$ cat config.mk
export PLATFORM = sky130hd
export DESIGN_NAME = multicycle_control_fsm
export DESIGN_NICKNAME = d
export VERILOG_FILES = /design/src/rtl/cpu_ctrl_pkg.sv /design/src/rtl/alu_control_decoder.sv /design/src/rtl/multicycle_control_fsm.sv
export SDC_FILE = /design/constraint.sdc
export NUM_CORES = 1
export LEC_CHECK = 0
export BUFFER_PORTS_ARGS = -buffer_cell sky130_fd_sc_hd__buf_4
export CAP_MARGIN = 30
export CORE_MARGIN = 2
export CORE_UTILIZATION = 35
export DETAILED_ROUTE_END_ITERATION = 10
export HOLD_SLACK_MARGIN = 0.02
export PLACE_DENSITY = 0.63
export SKIP_CTS_REPAIR_TIMING = 1
export SYNTH_ARGS = -nofsm -noshare
export SYNTH_HDL_FRONTEND = slang
export SYNTH_SLANG_ARGS = --single-unit
export TNS_END_PERCENT = 10
$ cat constraint.sdc
create_clock -name clk_i -period 2.1 [get_ports clk_i]
set_clock_uncertainty 0.05 [all_clocks]
set_input_delay 0.42 -clock clk_i [delete_from_list [all_inputs] [get_ports clk_i]]
set_output_delay 0.42 -clock clk_i [all_outputs]
set_load 0.01 [all_outputs]
$ cat src/rtl/cpu_ctrl_pkg.sv
// Shared encodings for the CPU control path: opcodes, functs, ALU codes, FSM states, mux selects.
// Imported by the multicycle sequencer and by the ALU control decoder.
package cpu_ctrl_pkg;

  localparam logic [5:0] OpRtype = 6'h00;
  localparam logic [5:0] OpJ     = 6'h02;
  localparam logic [5:0] OpBeq   = 6'h04;
  localparam logic [5:0] OpAddi  = 6'h08;
  localparam logic [5:0] OpLw    = 6'h23;
  localparam logic [5:0] OpSw    = 6'h2B;

  localparam logic [5:0] FunctAdd = 6'h20;
  localparam logic [5:0] FunctSub = 6'h22;
  localparam logic [5:0] FunctAnd = 6'h24;
  localparam logic [5:0] FunctOr  = 6'h25;
  localparam logic [5:0] FunctSlt = 6'h2A;

  localparam logic [3:0] AluAnd = 4'b0000;
  localparam logic [3:0] AluOr  = 4'b0001;
  localparam logic [3:0] AluAdd = 4'b0010;
  localparam logic [3:0] AluSub = 4'b0110;
  localparam logic [3:0] AluSlt = 4'b0111;

  // Coarse ALU request from the sequencer; the decoder refines AluOpFunct using funct.
  typedef enum logic [1:0] {
    AluOpAdd   = 2'b00,
    AluOpSub   = 2'b01,
    AluOpFunct = 2'b10
  } alu_op_e;

  typedef enum logic [3:0] {
    StFetch   = 4'd0,
    StDecode  = 4'd1,
    StMemAddr = 4'd2,
    StMemRd   = 4'd3,
    StWbMem   = 4'd4,
    StMemWr   = 4'd5,
    StExecR   = 4'd6,
    StExecI   = 4'd7,
    StWbAlu   = 4'd8,
    StBranch  = 4'd9,
    StJump    = 4'd10,
    StTrap    = 4'd11
  } state_e;

  typedef enum logic [1:0] {
    PcSrcAlu    = 2'b00,
    PcSrcAluOut = 2'b01,
    PcSrcJump   = 2'b10
  } pc_src_e;

  typedef enum logic [1:0] {
    SrcBRt     = 2'b00,
    SrcBFour   = 2'b01,
    SrcBImm    = 2'b10,
    SrcBImmSh2 = 2'b11
  } alu_src_b_e;

  function automatic logic funct_is_legal(input logic [5:0] funct);
    return (funct == FunctAdd) || (funct == FunctSub) || (funct == FunctAnd) ||
           (funct == FunctOr)  || (funct == FunctSlt);
  endfunction

endpackage

$ cat src/rtl/alu_control_decoder.sv
// Maps the sequencer's coarse ALU request plus funct to the 4-bit ALU operation.
// Purely combinational so the single-cycle CPU can reuse it unchanged.
module alu_control_decoder
  import cpu_ctrl_pkg::*;
(
  input  logic [1:0] alu_op_i,
  input  logic [5:0] funct_i,
  output logic [3:0] alu_control_o
);

  always_comb begin
    alu_control_o = AluAdd;
    case (alu_op_i)
      AluOpSub: alu_control_o = AluSub;
      AluOpFunct: begin
        case (funct_i)
          FunctAdd: alu_control_o = AluAdd;
          FunctSub: alu_control_o = AluSub;
          FunctAnd: alu_control_o = AluAnd;
          FunctOr:  alu_control_o = AluOr;
          FunctSlt: alu_control_o = AluSlt;
          default:  alu_control_o = AluAdd;
        endcase
      end
      default: alu_control_o = AluAdd;
    endcase
  end

endmodule

$ cat src/rtl/multicycle_control_fsm.sv
// Main sequencer of the multicycle CPU: walks the shared datapath through fetch/decode/execute/
// memory/writeback and issues every mux select and write strobe each cycle.
module multicycle_control_fsm
  import cpu_ctrl_pkg::*;
#(
  parameter logic [3:0] RESET_STATE = 4'd0,
  parameter bit         TRAP_STICKY = 1'b1
) (
  input  logic       clk_i,
  input  logic       rst_ni,
  input  logic       enable_i,
  input  logic [5:0] opcode_i,
  input  logic [5:0] funct_i,
  input  logic       alu_zero_i,
  output logic       pc_write_o,
  output logic [1:0] pc_src_o,
  output logic       ir_write_o,
  output logic       mem_read_o,
  output logic       mem_write_o,
  output logic       iord_o,
  output logic       reg_write_o,
  output logic       reg_dst_o,
  output logic       mem_to_reg_o,
  output logic       alu_src_a_o,
  output logic [1:0] alu_src_b_o,
  output logic [3:0] alu_control_o,
  output logic       instr_retired_o,
  output logic       illegal_instr_o,
  output logic [3:0] state_out_o
);

  state_e     state_q, state_d;
  logic [5:0] opcode_q, funct_q;

  logic       pc_write_raw, ir_write_raw, mem_read_raw, mem_write_raw;
  logic       reg_write_raw, retired_raw;
  logic       illegal, iord, reg_dst, mem_to_reg, alu_src_a;
  pc_src_e    pc_src;
  alu_src_b_e alu_src_b;
  alu_op_e    alu_op;
  logic       strobe_en;

  // State register
  always_ff @(posedge clk_i or negedge rst_ni) begin
    if (!rst_ni) begin
      state_q <= state_e'(RESET_STATE);
    end else if (enable_i) begin
      state_q <= state_d;
    end
  end

  // Later states decode from the latched copy, so the IR may change once DECODE is done.
  always_ff @(posedge clk_i or negedge rst_ni) begin
    if (!rst_ni) begin
      opcode_q <= '0;
      funct_q  <= '0;
    end else if (enable_i && (state_q == StDecode)) begin
      opcode_q <= opcode_i;
      funct_q  <= funct_i;
    end
  end

  // Next-state logic
  always_comb begin
    state_d = StFetch;
    unique case (state_q)
      StFetch:  state_d = StDecode;
      StDecode: begin
        case (opcode_i)
          OpLw, OpSw: state_d = StMemAddr;
          OpRtype:    state_d = funct_is_legal(funct_i) ? StExecR : StTrap;
          OpAddi:     state_d = StExecI;
          OpBeq:      state_d = StBranch;
          OpJ:        state_d = StJump;
          default:    state_d = StTrap;
        endcase
      end
      StMemAddr: state_d = (opcode_q == OpLw) ? StMemRd : StMemWr;
      StMemRd:   state_d = StWbMem;
      StExecR:   state_d = StWbAlu;
      StExecI:   state_d = StWbAlu;
      StWbMem, StMemWr, StWbAlu, StBranch, StJump: state_d = StFetch;
      StTrap:    state_d = TRAP_STICKY ? StTrap : StFetch;
      default:   state_d = StFetch;
    endcase
  end

  // Moore output decode; strobes are gated separately below
  always_comb begin
    pc_write_raw  = 1'b0;
    ir_write_raw  = 1'b0;
    mem_read_raw  = 1'b0;
    mem_write_raw = 1'b0;
    reg_write_raw = 1'b0;
    retired_raw   = 1'b0;
    illegal       = 1'b0;
    pc_src        = PcSrcAlu;
    iord          = 1'b0;
    reg_dst       = 1'b0;
    mem_to_reg    = 1'b0;
    alu_src_a     = 1'b0;
    alu_src_b     = SrcBRt;
    alu_op        = AluOpAdd;
    unique case (state_q)
      StFetch: begin
        mem_read_raw = 1'b1;
        ir_write_raw = 1'b1;
        pc_write_raw = 1'b1;
        alu_src_b    = SrcBFour;
      end
      StDecode: alu_src_b = SrcBImmSh2;
      StMemAddr, StExecI: begin
        alu_src_a = 1'b1;
        alu_src_b = SrcBImm;
      end
      StMemRd: begin
        iord         = 1'b1;
        mem_read_raw = 1'b1;
      end
      StWbMem: begin
        reg_write_raw = 1'b1;
        mem_to_reg    = 1'b1;
        retired_raw   = 1'b1;
      end
      StMemWr: begin
        iord          = 1'b1;
        mem_write_raw = 1'b1;
        retired_raw   = 1'b1;
      end
      StExecR: begin
        alu_src_a = 1'b1;
        alu_op    = AluOpFunct;
      end
      StWbAlu: begin
        reg_write_raw = 1'b1;
        reg_dst       = (opcode_q == OpRtype);
        retired_raw   = 1'b1;
      end
      StBranch: begin
        alu_src_a    = 1'b1;
        alu_op       = AluOpSub;
        pc_src       = PcSrcAluOut;
        pc_write_raw = alu_zero_i;
        retired_raw  = 1'b1;
      end
      StJump: begin
        pc_write_raw = 1'b1;
        pc_src       = PcSrcJump;
        retired_raw  = 1'b1;
      end
      StTrap:  illegal = 1'b1;
      default: ;
    endcase
  end

  alu_control_decoder u_alu_control_decoder (
    .alu_op_i      (alu_op),
    .funct_i       (funct_q),
    .alu_control_o (alu_control_o)
  );

  // Reset state is FETCH, but no strobe may fire while reset is still held.
  assign strobe_en = enable_i & rst_ni;

  assign pc_write_o      = pc_write_raw  & strobe_en;
  assign ir_write_o      = ir_write_raw  & strobe_en;
  assign mem_read_o      = mem_read_raw  & strobe_en;
  assign mem_write_o     = mem_write_raw & strobe_en;
  assign reg_write_o     = reg_write_raw & strobe_en;
  assign instr_retired_o = retired_raw   & strobe_en;
  assign illegal_instr_o = illegal;
  assign pc_src_o        = pc_src;
  assign iord_o          = iord;
  assign reg_dst_o       = reg_dst;
  assign mem_to_reg_o    = mem_to_reg;
  assign alu_src_a_o     = alu_src_a;
  assign alu_src_b_o     = alu_src_b;
  assign state_out_o     = state_q;

endmodule

After elaboration in Yosys (flattened, before gate mapping)
Cells that the tools add are included.
{ "word_totals": {"romBits": 0, "mem_bits_rw": 0, "in_bits": 16, "n_memories": 0, "word_cells": 75, "latch_bits": 0, "output_inout_bits": 23, "register_bits": 16} }
{ "op_classes": {"multipliers": 0, "eq_ne": 28, "addsub": 0, "reduce_logical": 17, "bitwise": 7, "magnitude_cmp": 0, "div_mod_pow": 0, "n_mux": 20, "n_shift": 0} }
{ "op_table": {"columns": ["cell", "n"], "rows": [
  ["$eq A6 B6 Y1 const B", 12],
  ["$pmux W4 S6", 1],
  ["$pmux W4 S5", 1],
  ["$eq A4 B3 Y1 const B", 4],
  ["$eq A4 B4 Y1 const B", 4],
  ["$reduce_or A2 Y1", 7],
  ["$logic_not A6 Y1", 2],
  ["$pmux W3 S4", 1],
  ["$mux W1", 10],
  ["$eq A4 B2 Y1 const B", 2],
  ["$pmux W2 S2", 2],
  ["$pmux W4 S2", 1],
  ["$and A1 B1 Y1", 7],
  ["$eq A6 B2 Y1 const B", 1],
  ["$eq A6 B3 Y1 const B", 1],
  ["$eq A6 B4 Y1 const B", 1],
  ["$pmux W2 S3", 1],
  ["$reduce_or A5 Y1", 1],
  ["$eq A4 B1 Y1 const B", 1],
  ["$logic_not A4 Y1", 1],
  ["$logic_or A1 B1 Y1", 4],
  ["$mux W4", 1],
  ["$reduce_or A4 Y1", 1],
  ["$mux W3", 1],
  ["4 further kinds", 4]
]} }

Longest topological paths before layout
{ "logic_depth": {"ltp_word": 8, "mapped_depth": 9, "depth_no_buf": 8} }

Hierarchy
A second synthesis with hierarchy kept.
{ "hier_totals": {"hier_cells": 128, "hier_area_um2": 1174.9} }
{ "modules_own_cells": {"columns": ["module", "area_per_inst_um2", "instances", "cells_each"], "rows": [
  ["multicycle_control_fsm", 1044.8, 1, 111],
  ["alu_control_decoder", 130.1, 1, 17]
]} }

Least setup slack after synthesis
Ideal clock, no wire load.
{ "synth_path": {"path_type": "register to output", "start": "register state_q[1] (netlist: state_out_o[1])", "end": "output port alu_control_o[2]", "path_buffers": 1, "setup_slack_ns": -0.090, "arrival_time_ns": 1.720, "stages_incl_launch_ff": 10, "cell_sequence": "dfrtp_1 > buf_2 > nor2b_1 > nand3_1 > inv_1 > ha_1 > inv_1 > nor4_1 > nor2_1 > nor2b_1"} }
{ "synth_between": {"elab_chain_len": 4, "elab_cells_between_ends": 6} }
{ "synth_lines": {"columns": ["element", "line_no", "text"], "rows": [
  ["from (decl)", "multicycle_control_fsm.sv:32", "state_e state_q, state_d;"],
  ["from (signal assigned)", "multicycle_control_fsm.sv:46", "state_q <= state_e'(RESET_STATE);"],
  ["from (signal assigned)", "multicycle_control_fsm.sv:48", "state_q <= state_d;"],
  ["$eq A4 B4 Y1 or $eq A4 B3 Y1 (tied branches)", "multicycle_control_fsm.sv:104", "unique case (state_q)"],
  ["$pmux W2 S2 (*)", "multicycle_control_fsm.sv:104", null],
  ["$eq A2 B2 Y1 or $eq A2 B1 Y1 (tied branches)", "alu_control_decoder.sv:13", "case (alu_op_i)"],
  ["$pmux W4 S2 (*)", "alu_control_decoder.sv:13", null],
  ["to (decl)", "multicycle_control_fsm.sv:26", "output logic [3:0] alu_control_o,"]
]} }
Every way passes the cells marked *; elsewhere a longest branch is shown, timed or not.

Worst setup path after layout
{ "layout_path": {"start": "register state_q[0] (netlist: state_out_o[0])", "end": "output port alu_control_o[2]"} }
Same word-level chain as after synthesis.

==> summary.md <==
| Metric | Value |
|---|---|
| Status | `finished, violations left` |
| Failing checks | `negative setup slack` |
| CP delay by family, top | `simple AND/OR/NAND/NOR gates` |
| Layout area overhead | `40.0%` |
| Post-synthesis cell area | `1220 um2` |
| HPWL after DPL | `about 2300 um` |
| Cells after Synth | `126` |
| Vias in the first global route | `approximately 1100` |
| Startpoint Class | `flip-flop` |
| Cell with the largest stage delay on the worst path | `dfrtp_1` |
| Most Frequent Cell on Critical Path | `inv_2` |
| CP cell instances | `nor2b_2 -> nand3_2 -> inv_2 -> ha_4 -> inv_2 -> nor4_4 -> nor2_2 -> nor2b_1 -> buf_4` |
| Worst-path clk slew | `0.09 ns` |
| GRT overflow | `0` |
| Crit. End Element | `output pin` |
| R2R depth | `4` |
| Post-synthesis sequential area ratio | `between 30% and 40%` |
| Power Dens Cells | `between 1000 and 1500 nW/um2` |
| Netlist cell types | `42` |
| Total I/O pin count | `39` |
| Global-route usage over all layers | `15.5%` |
| Unrepaired setup endpoints after global routing | `true` |
| Initial Util | `36.7%` |
| Initial DRT Pass Iterations | `4` |
| Via-to-Cell Ratio | `slightly above 5` |
| CTS tree | `done` |
| Final WS setup | `-0.103 ns` |
| Register area | `~400 um2` |
| Largest net degree at the start of global routing | `17` |
| Wirelength per Cell | `between 10 and 15 um` |
| Initial antenna violation count | `0` |
| Fmax | `454 MHz` |
| Setup-violating endpoint count in the final report | `5` |
| Site row count | `21` |
| Chip Height | `roughly 63 um` |
| Layout Cells excl Fill | `between 200 and 250` |
| Final Hold Fails | `0` |
| Buffers & Inverters on Critical Path | `3` |
| CP max FO | `4` |
| Clock Latency Late Sink | `0.28 ns` |
| Yosys reg bits | `16` |
| Maxcap violations | `0` |
| Final worst path period share | `105%` |
| Most frequent cells in the layout | `50 x buf_4, 15 x dfrtp_1, 8 x nor3_1, 8 x mux2_4, 6 x nor2_1` |
| Critical path required time | `1.63 ns` |
| Total CTS buffers | `3` |
| Max-slew violations | `0` |
| Drt first-iter violations | `26` |
| CP Depth | `9` |
| Max VDD drop | `0.000452 V` |
| Worst min path class | `in2async` |
| Net count, final | `192` |
| Worst-case clock buffer depth | `2` |
| Layout cell share with drive strength beyond 1 | `51.7%` |
| Fill cell count | `321` |
| Die area | `3990 um2` |
| Core box area | `3340 um2` |
| Critical path type | `reg2out` |
| Vias after detailed routing | `between 1000 and 1500` |
| First-pass GRT wire length | `5020 um` |
| CTS root buffer | `clkbuf_4` |
| CTS HTree Levels | `1` |
| Gpl congestion | `0.810` |
| Pleak | `0.797 nW` |
| Min cycle time layout | `2.20 ns` |
| Chip width | `63.1 um` |
| IO Port Bufs | `37` |
| Post-Syn Area per Cell | `9.71 um2` |
| Synthesized Nets | `145` |
| Most common cell after layout, fill and taps aside | `buf_4` |
| Cell area after placement | `1600 um2` |
| Final WL | `2980 um` |
| CP max stage delay | `0.43 ns` |
| Dpl cells | `212` |
| Sink Count | `16` |
| Final Cell Area | `1710 um2` |
| Synth warn | `0` |
| # diodes | `0` |
| Worst Path Arrival | `approximately 1.7 ns` |
| Post-route ant nets | `0` |
| Drc violations | `0` |
| Multi-input logic area | `between 800 and 900 um2` |
path summary, 6_finish.rpt:
check                               start                to  slack [ns]
setup / recovery           state_out_o[0]  alu_control_o[2]       -0.10
hold / removal                     rst_ni        funct_q[1]        0.03
setup reg to reg           state_out_o[2]       opcode_q[1]        0.51
hold reg to reg                funct_q[4]        funct_q[4]        0.46
max in group asynchronous          rst_ni    state_out_o[2]        1.77
min in group clk_i            opcode_i[2]    state_out_o[2]        0.30
synthesized netlist by cell type, drive strengths merged:
library cell	number	area share, %
and3	2	1.0
xnor2	1	0.72
nor3b	2	1.2
nor2	8	2.7
a41oi	2	1.4
o22a	1	0.72
o31ai	1	0.61
nand2b	5	2.6
or3	1	0.51
mux2	13	14
nand4b	1	0.72
o211ai	1	0.61
xor2	1	0.72
and4b	1	0.82
inv	4	1.2
nor4b	3	3.4
nand2	6	1.8
a31oi	2	1.0
a32o	2	1.6
ha	3	3.1
o21ai	5	2.0
a21oi	2	0.82
nor3	8	3.3
dfrtp	16	33
or2	3	1.5
nor4	5	2.6
conb	1	0.31
and2	3	1.5
a21o	1	0.61
nor2b	8	4.7
o311a	1	0.82
o41ai	1	1.3
nand3	3	2.2
buf	9	4.6
state kept, by name, indices dropped and copies added (netlist names):
| name | count |
|---|---|
| state_out_o | 4 |
| opcode_q | 6 |
| funct_q | 6 |
routing by layer:
| metal | vias to the layer above | GRT usage [%] | wire length (um) |
|---|---|---|---|
| li1 | 549 | - | - |
| met5 | - | 0 | 0 |
| met4 | 0 | 4.17 | 28 |
| met1 | 535 | 20.2 | 1340 |
| met2 | 34 | 26.3 | 1460 |
| met3 | 4 | 2.86 | 151 |
cell type report:
cell class	count	share of cell area (%)
multi-input combinational	97	47.6
sequential	16	23.4
timing repair buffer	51	22.6
tap	46	3.36
clock buffer	4	2.12
inverter	4	0.877
cells by family after synthesis:
group / synth area share [%]
and+or+nand+nor: 30.6
AOI/OAI and AO/OA: 11.7
DFF: 32.7
muxes: 14.4
buffers and inverters: 5.83
adders and majority gates: 3.07
xor gates and xnor gates: 1.43
other: 0.306
metrics by stage:
step / util, % / hold slack [ns] / power [mW] / TNS [ns] / setup WS (ns)
6_report: 51.3 / 0.0330 / 2.17 / -0.357 / -0.103
4_1_cts: 49.0 / 0.0309 / 2.08 / -0.980 / -0.288
5_1_grt: 51.3 / 0.0296 / 2.33 / -1.01 / -0.226
3_5_place_dp: 47.9 / 0.344 / 1.87 / 0 / 0.0474
3_3_place_gp: 47.9 / 0.344 / 1.84 / 0 / 0.109
2_1_floorplan: - / 0.0744 / 1.42 / 0 / 0.00323
power by group:
group	total, mW	leakage, nW	switching (mW)	internal, mW
combinational	1.38	0.585	0.644	0.735
sequential	0.589	0.191	0.126	0.464
clock	0.200	0.0210	0.0950	0.105
Note: power is estimated with default switching activity, not from simulation.
